<file path="config.mk">
export PLATFORM = sky130hd
export DESIGN_NAME = miu_arb
export DESIGN_NICKNAME = d
export VERILOG_FILES = /design/src/rtl/miu_arb.sv
export SDC_FILE = /design/constraint.sdc
export NUM_CORES = 1
export LEC_CHECK = 0
export BUFFER_PORTS_ARGS = -buffer_cell sky130_fd_sc_hd__buf_2
export CAP_MARGIN = 0
export CORE_ASPECT_RATIO = 1.5
export CORE_MARGIN = 2
export CORE_UTILIZATION = 45
export CTS_CLUSTER_DIAMETER = 150
export DETAILED_ROUTE_END_ITERATION = 10
export PLACE_DENSITY = 0.75
export SYNTH_ARGS = -nofsm -noshare
export SYNTH_HDL_FRONTEND = slang
export SYNTH_SLANG_ARGS = --single-unit
</file>
<file path="constraint.sdc">
create_clock -name clk -period 6.55 [get_ports clk]
set_input_delay 0.9825 -clock clk [delete_from_list [all_inputs] [get_ports clk]]
set_output_delay 0.9825 -clock clk [all_outputs]
set_load 0.01 [all_outputs]
</file>
<file path="src/rtl/miu_arb.sv">
// miu_arb: multi-channel IU memory interface unit.
// Round-robin arbitrates NUM_CH level-held IU requests onto one cache
// request channel, keeps up to MAX_OUT transactions in flight, and routes
// the in-order cache responses back through an {id, we} ordering FIFO.
// Optional build macro MIU_XCHECK_EN: skip channels whose request fields
// are not fully known (simulation X filtering).
module miu_arb #(
  parameter int NUM_CH  = 4,
  parameter int ADDR_W  = 16,
  parameter int DATA_W  = 8,
  parameter int MAX_OUT = 4
) (
  input  logic                           clk,
  input  logic                           resetN,
  input  logic [NUM_CH-1:0]              mem_req,
  input  logic [NUM_CH-1:0]              mem_we,
  input  logic [NUM_CH*ADDR_W-1:0]       mem_addr,
  input  logic [NUM_CH*DATA_W-1:0]       mem_write,
  output logic [NUM_CH*DATA_W-1:0]       mem_read,
  output logic [NUM_CH-1:0]              mem_done,
  output logic                           cache_req_valid,
  input  logic                           cache_req_ready,
  output logic                           cache_req_we,
  output logic [ADDR_W-1:0]              cache_req_addr,
  output logic [DATA_W-1:0]              cache_req_write,
  input  logic                           cache_resp_valid,
  input  logic [DATA_W-1:0]              cache_resp_data,
  output logic [$clog2(MAX_OUT+1)-1:0]   outstanding,
  output logic                           err_unexp_resp
);

  localparam int OUT_W = $clog2(MAX_OUT + 1);
  localparam int ID_W  = (NUM_CH > 1) ? $clog2(NUM_CH) : 1;
  localparam int PTR_W = (MAX_OUT > 1) ? $clog2(MAX_OUT) : 1;

  logic [NUM_CH-1:0] holdoff;
  logic [NUM_CH-1:0] pending;
  logic [NUM_CH-1:0] fields_ok;
  logic [NUM_CH-1:0] eligible;
  logic [NUM_CH-1:0] gnt_vec;
  logic [NUM_CH-1:0] done_vec;

  logic [ID_W-1:0]   rr_ptr;
  logic [ID_W-1:0]   arb_sel;
  logic [ID_W-1:0]   gnt_id;
  logic              gnt;
  logic              slot_free;
  logic              fifo_full;
  logic              fifo_empty;

  logic              sel_we;
  logic [ADDR_W-1:0] sel_addr;
  logic [DATA_W-1:0] sel_write;

  logic [ID_W-1:0]    fifo_id [MAX_OUT];
  logic [MAX_OUT-1:0] fifo_we;
  logic [PTR_W-1:0]   wr_ptr;
  logic [PTR_W-1:0]   rd_ptr;
  logic [ID_W-1:0]    head_id;
  logic               head_we;
  logic               resp_pop;

`ifdef MIU_XCHECK_EN
  // A channel only competes once its we/addr/write fields are fully known.
  always_comb begin
    fields_ok = '0;
    for (int i = 0; i < NUM_CH; i++) begin
      fields_ok[i] = ((mem_we[i] === 1'b0) || (mem_we[i] === 1'b1)) &&
                     ((^mem_addr[i*ADDR_W +: ADDR_W]) !== 1'bx) &&
                     ((^mem_write[i*DATA_W +: DATA_W]) !== 1'bx);
    end
  end
`else
  assign fields_ok = '1;
`endif

  assign eligible   = mem_req & ~holdoff & ~pending & fields_ok;
  assign fifo_full  = (outstanding == OUT_W'(MAX_OUT));
  assign fifo_empty = (outstanding == '0);
  assign slot_free  = ~cache_req_valid | cache_req_ready;
  assign head_id    = fifo_id[rd_ptr];
  assign head_we    = fifo_we[rd_ptr];
  assign resp_pop   = cache_resp_valid & ~fifo_empty;

  // Round-robin search starting at rr_ptr; a full FIFO or busy slot blocks grants.
  always_comb begin
    gnt     = 1'b0;
    gnt_id  = '0;
    arb_sel = '0;
    if (slot_free && !fifo_full) begin
      for (int k = 0; k < NUM_CH; k++) begin
        if ((int'(rr_ptr) + k) >= NUM_CH)
          arb_sel = ID_W'(int'(rr_ptr) + k - NUM_CH);
        else
          arb_sel = ID_W'(int'(rr_ptr) + k);
        if (!gnt && eligible[arb_sel]) begin
          gnt    = 1'b1;
          gnt_id = arb_sel;
        end
      end
    end
  end

  // Decode grant/response ids and mux the granted channel's request fields.
  always_comb begin
    gnt_vec   = '0;
    done_vec  = '0;
    sel_we    = 1'b0;
    sel_addr  = '0;
    sel_write = '0;
    for (int i = 0; i < NUM_CH; i++) begin
      if (gnt_id == ID_W'(i)) begin
        gnt_vec[i] = gnt;
        sel_we     = mem_we[i];
        sel_addr   = mem_addr[i*ADDR_W +: ADDR_W];
        sel_write  = mem_write[i*DATA_W +: DATA_W];
      end
      if (head_id == ID_W'(i))
        done_vec[i] = resp_pop;
    end
  end

  // Request slot: loads on grant, holds until the cache accepts it.
  always_ff @(posedge clk or negedge resetN) begin
    if (!resetN) begin
      cache_req_valid <= 1'b0;
      cache_req_we    <= 1'b0;
      cache_req_addr  <= '0;
      cache_req_write <= '0;
    end else if (gnt) begin
      cache_req_valid <= 1'b1;
      cache_req_we    <= sel_we;
      cache_req_addr  <= sel_addr;
      cache_req_write <= sel_write;
    end else if (cache_req_ready) begin
      cache_req_valid <= 1'b0;
    end
  end

  // Ordering FIFO storage; entries are only read while valid, so no reset.
  always_ff @(posedge clk) begin
    if (gnt) begin
      fifo_id[wr_ptr] <= gnt_id;
      fifo_we[wr_ptr] <= sel_we;
    end
  end

  // Transaction bookkeeping: pointers, in-flight count, per-channel flags, error.
  always_ff @(posedge clk or negedge resetN) begin
    if (!resetN) begin
      wr_ptr         <= '0;
      rd_ptr         <= '0;
      outstanding    <= '0;
      pending        <= '0;
      holdoff        <= '0;
      rr_ptr         <= '0;
      err_unexp_resp <= 1'b0;
    end else begin
      if (gnt && !resp_pop)
        outstanding <= outstanding + OUT_W'(1);
      else if (!gnt && resp_pop)
        outstanding <= outstanding - OUT_W'(1);
      if (gnt) begin
        wr_ptr <= (wr_ptr == PTR_W'(MAX_OUT - 1)) ? '0 : wr_ptr + PTR_W'(1);
        rr_ptr <= (gnt_id == ID_W'(NUM_CH - 1)) ? '0 : gnt_id + ID_W'(1);
      end
      if (resp_pop)
        rd_ptr <= (rd_ptr == PTR_W'(MAX_OUT - 1)) ? '0 : rd_ptr + PTR_W'(1);
      pending <= (pending | gnt_vec) & ~done_vec;
      holdoff <= (holdoff | gnt_vec) & mem_req;
      if (cache_resp_valid && fifo_empty)
        err_unexp_resp <= 1'b1;
    end
  end

  // Response return: capture load data and pulse done for the head requester.
  always_ff @(posedge clk or negedge resetN) begin
    if (!resetN) begin
      mem_read <= '0;
      mem_done <= '0;
    end else begin
      mem_done <= done_vec;
      for (int i = 0; i < NUM_CH; i++) begin
        if (done_vec[i] && !head_we)
          mem_read[i*DATA_W +: DATA_W] <= cache_resp_data;
      end
    end
  end

endmodule
</file>
======== Yosys cells after proc, flatten, opt, wreduce, memory -nomap -nowiden ========
Memories as Yosys holds them, arrays and structs flattened.
Cells that the tools add are included.
storage, ports and cells
  logic and storage cells ................. 150
  register bits ........................... 84
  input bits .............................. 116
  output and inout port bits .............. 66
  memory bits (writable) .................. 8
  memories kept ........................... 1
cells by class
  multiplexer cells ....................... 63
  bitwise operators ....................... 13
  equal/unequal tests ..................... 9
  reductions and logical operators ........ 24
  order comparisons ....................... 11
  add/sub/neg operators ................... 12
memory list
  memory   depth  width  read ports  clocked after memory_dff  wr ports  RTL line  text
  fifo_id  4      2      1           0                         1         55        logic [ID_W-1:0] fifo_id [MAX_OUT];
operators by type and width
  kind                                                        number
  2-to-1 mux 16 bit                                           4
  2-to-1 mux 2 bit                                            16
  2-to-1 mux 8 bit                                            4
  2-to-1 mux 1 bit                                            30
  less-than comparator 2 x 3 -> 1 bit, second input constant  6
  bitwise AND 4 bit                                           4
  equality test 2 bit, second input constant                  6
  logical AND 1 bit                                           12
  NOT 4 bit                                                   3
  binary-select mux 1 bit (select 2 bit)                      5
  >= comparator 3 bit, second input constant                  3
  bitwise OR 4 bit                                            2
  subtractor 2 x 1 -> 2 bit, second input constant            4
  zero test 1 bit                                             7
  adder 2 x 1 -> 2 bit, second input constant                 3
  adder 2 x 2 -> 3 bit, second input constant                 2
  2-to-1 mux 3 bit                                            2
  bitwise mux 4 bit                                           1
  equality test 2 x 1 -> 1 bit, second input constant         2
  zero test 2 bit                                             2
  nonzero test 2 bit                                          2
  adder 2 x 1 -> 3 bit, second input constant                 1
  adder 3 x 1 -> 3 bit, second input constant                 1
  equality test 3 bit, second input constant                  1
  8 further kinds                                             9

======== Logic depth before layout (Yosys ltp) ========
  depth after elaboration ................. 26
  gate-level depth with buffers ........... 13
  depth with buffers taken out ............ 10

======== Worst setup path after synthesis ========
OpenSTA, ideal clock, no wires.
  path type ............................... in2reg
  start point ............................. in mem_req[2]
  end point ............................... reg cache_req_we
  buffers on the path ..................... 2
  required time ........................... 6.484 ns
  data arrival time ....................... 3.571 ns
  slack ................................... 2.913 ns
  stages on the path ...................... 10
  library setup time ...................... 0.066 ns
  cells stage by stage .................... nor3b_1 -> o21ai_0 -> a21o_1 -> a221oi_1 -> ha_1 -> clkbuf_1 -> clkbuf_1 -> a221oi_1 -> o31ai_1 -> mux2_2
between the ends
  word-level cells in the longest chain between the ends .. 23
ends and longest elaborated chain
  what                                    RTL line  text
  start: declaration                      15        input logic [NUM_CH-1:0] mem_req,
  bitwise AND 4 bit * (2 in a row)        77        assign eligible = mem_req & ~holdoff & ~pending & fields_ok;
  binary-select mux 1 bit (select 2 bit)  96        if (!gnt && eligible[arb_sel]) begin
  2-to-1 mux 1 bit (not written as such)  96
  2-to-1 mux 1 bit                        96
  2-to-1 mux 1 bit                        90        if (slot_free && !fifo_full) begin
  zero test 1 bit                         96
  logical AND 1 bit                       96
  2-to-1 mux 1 bit                        96
  (+6 left out)                           n/a
  logical AND 1 bit                       96
  2-to-1 mux 2 bit *                      96
  2-to-1 mux 2 bit *                      90
  via gnt_id[1]                           45        logic [ID_W-1:0] gnt_id;
  zero test 2 bit                         112       if (gnt_id == ID_W'(i)) begin
  2-to-1 mux 1 bit (3 in a row)           112
  2-to-1 mux 1 bit *                      112
  via sel_we                              51        logic sel_we;
  end signal: assignment                  132       cache_req_we <= sel_we;
  end: declaration                        23        output logic cache_req_we,
The timed path passes the listed nets; every way through them passes the cells marked *. The select of a mux whose other input is x is not followed.
A chain may end at the register's enable or synchronous reset.

======== Final worst setup path ========
  start point ............................. in mem_req[2]
  end point ............................... reg cache_req_we
between the ends
  word-level cells in the longest chain between the ends .. 23
ends and longest elaborated chain
  what                                    RTL line
  bitwise AND 4 bit * (2 in a row)        77
  binary-select mux 1 bit (select 2 bit)  96
  2-to-1 mux 1 bit (not written as such)  96
  2-to-1 mux 1 bit                        96
  2-to-1 mux 1 bit                        90
  zero test 1 bit                         96
  logical AND 1 bit                       96
  2-to-1 mux 1 bit                        96
  (+5 left out)                           n/a
  zero test 1 bit                         96
  logical AND 1 bit                       96
  2-to-1 mux 2 bit *                      96
  2-to-1 mux 2 bit *                      90
  zero test 2 bit                         112
  2-to-1 mux 1 bit (3 in a row)           112
  2-to-1 mux 1 bit *                      112
  via sel_we                              51
Marked as above.

==> results.cfg <==
[timing]
grt_setup_unrepaired = no
fmax_mhz = 224
skew_ps = 6.52
setup_viol = 0
fin_crit_ps = 4460
hold_viol_final = 0
fin_tns_setup_ps = 0
tightest_slew_ps = 975
hold_slack_ps = 450
final_max_slew_viol_count = 0
post-route-period-util = 0.681
relSlewSlack = 0.344

[finish]
layout_commonest_cell = buf_2
final_cell_mix = 180 x buf_2, 80 x dfrtp_1, 61 x mux2_2
finalNetCount = 694
syn_to_final_growth_pct = 26.9
instances_no_fill = 689
n_antenna_cell = 0
drive_above_1_share = 0.484

[global_routing]
grt_busiest_layer = met2
antenna_found_initial = 0
met2_usage = 0.338
grtUsageMet1 = 0.237
met3_usage = 0.0552
grt_max_degree = 81
grtUsageTotal = 0.195
overflow = 0
grt_pass1_vias = 3656
grt_pass1_wl_um = 17300

[synthesis]
synth_area_leader_cell = dfrtp_1
synth.distinct_cells = 45
ys.flop_type = dfrtp_1
ys_warn_count = 0
synth_enable_flop_cells = 12
synthCells = 395
yosysSeqAreaShare = 0.505
async_reset_ff_frac = 0.870
syn-cell-area_mm2 = 0.00468
syn_area_per_cell_um2 = 11.8
synth.top_cell.area_share = 0.428
ys_ff_latch = 92
syn-num-nets = 522
synth.area.top_cells = dfrtp_1 43%, mux2_2 15%, edfxtp_1 7.7%

[cts]
root_buffer = clkbuf_16
ctsLongestPathBuffers = 2
holdBufCountCts = 0
htree_levels = 3
numCtsBuffers = 9
ctsResizeCount = 0
cts.sinks = 92
cts_setup_buffers = 0
cts.clk_slew.worst_paths_ps = 70
clock_latency_ps = 340
cts_tree = yes

[route]
ant_nets = 0
wl_per_cell_um = 15.6
wirelength_um = 10700
drt-pass1-iter-count = 4
vias = 3750
drc = 0
viasPerCell = 5.44
drt_first_iter_violations = 102

[placed_design]
numPortBuffers = 181
dp.cells = 673
hpwl_um = 8100
place.gp.congestion = 0.831

[setup_path]
worst_setup_path_start_kind = input pin
critPathLaunch = mem_req[2]
arrival_ps = 4740
worstPathMaxFanout = 35
cp-end-kind = flop
required_ps = 6830
timing.rr.start = pending[2]
criticalPathCategory = input pin to flop

[pwr]
power.density_mw_per_mm2 = 578
combPwrFrac = 0.546
p_leak_nw = 2.88
clock_power_share = 0.146
p_sw_mw = 1.37
worst_ir_drop_vdd_mv = 0.286
sequentialPowerShare = 0.307
swShare = 0.398
p_int_mw = 2.07

[min_path]
min_from = err_unexp_resp
hold_path.class = flop to flop

[floorplan]
core_mm2 = 0.0101
dieHeight_um = 129
dieArea_mm2 = 0.0112
start_util = 0.461
die_w_um = 87.2
ios = 182
rows = 45

[flow_run]
drv_cap = 0

[outcome]
status = completed
-- path summary, 6_finish.rpt --
check	endpoint	slack, ps	cells past startpoint
setup / recovery	cache_req_we	2090	11
hold reg to reg	err_unexp_resp	450	1
setup reg to reg	cache_req_we	2540	10
min in group asynchronous	mem_read[25]	800	1
hold / removal	err_unexp_resp	450	1
max in group asynchronous	rr_ptr[0]	5120	1
-- through the flow --
| stage | setup slack, ps | power, mW | instance area, um^2 | utilization |
|---|---|---|---|---|
| finish | 2090 | 3.43 | 5930 | 0.586 |
| CTS | 2050 | 3.46 | 5930 | 0.586 |
| global route | 1700 | 3.71 | 5930 | 0.586 |
| global placement | 1930 | 2.87 | 5640 | 0.557 |
| floorplan | 2910 | 2.43 | 4680 | - |
| detailed placement | 1710 | 2.96 | 5640 | 0.557 |
-- kinds of logic after synthesis --
family,Yosys count,share of synthesized area
buf+inv,42,0.0388
compound gates,101,0.148
simple gates,81,0.108
fa+ha+maj,11,0.0310
flops,92,0.505
xor+xnor,3,0.00562
mux,65,0.164
-- layer usage --
metal	up-vias	part of all wire
li1	1780	-
met1	1783	0.39
met2	169	0.52
met3	18	0.065
met4	0	0.018
met5	-	0
-- critical path, stage by stage --
cell,delay (ps)
buf_2,110
nor3b_1,180
nor4_4,430
or2_2,220
inv_2,280
nand3b_1,250
ha_1,580
nor2b_1,750
a221oi_1,170
o31ai_1,520
mux2_2,250
-- synth_stat cells (all sizes together) (2+ instances only) --
cell type and number:
mux2 62, inv 20, o21a 5, nor3 4, a21oi 28, a221oi 12, ha 10, nand3b 2
dfrtp 80, nor2 10, a22o 14, o22a 3, nor2b 14, clkbuf 18, and2 5, or2 3
mux4 3, nor3b 9, a21o 5, or3b 2, xor2 2, o31ai 12, buf 4, nand2b 3
nand2 27, edfxtp 12, o21ai 16
-- registers in the layout, summed over array words and instances, names as in the netlist --
name,count
pending,4
rr_ptr,2
cache_req_valid,1
rd_ptr,2
cache_req_we,1
cache_req_addr,16
mem_done,4
fifo_id,8
mem_read,32
err_unexp_resp,1
holdoff,4
cache_req_write,8
outstanding,3
wr_ptr,2
fifo_we,4
-- power by group through the flow --
stage	Clock, mW	Combinational (mW)	Sequential [mW]
2_1_floorplan	0	1.30	1.13
3_3_place_gp	0	1.82	1.05
3_5_place_dp	0	1.89	1.07
4_1_cts	0.513	1.89	1.06
5_1_grt	0.544	2.08	1.09
6_report	0.502	1.87	1.05
-- final cells by class --
class | count | area [um^2]
fillers | 843 | 4200
flip-flops and latches | 92 | 2360
well taps | 117 | 146
inverters | 20 | 75.1
clock buffers | 9 | 225
repair buffers | 183 | 923
multi-input cells | 261 | 2130
clock inverters | 7 | 67.6
Note: power is estimated with default switching activity, not from simulation.
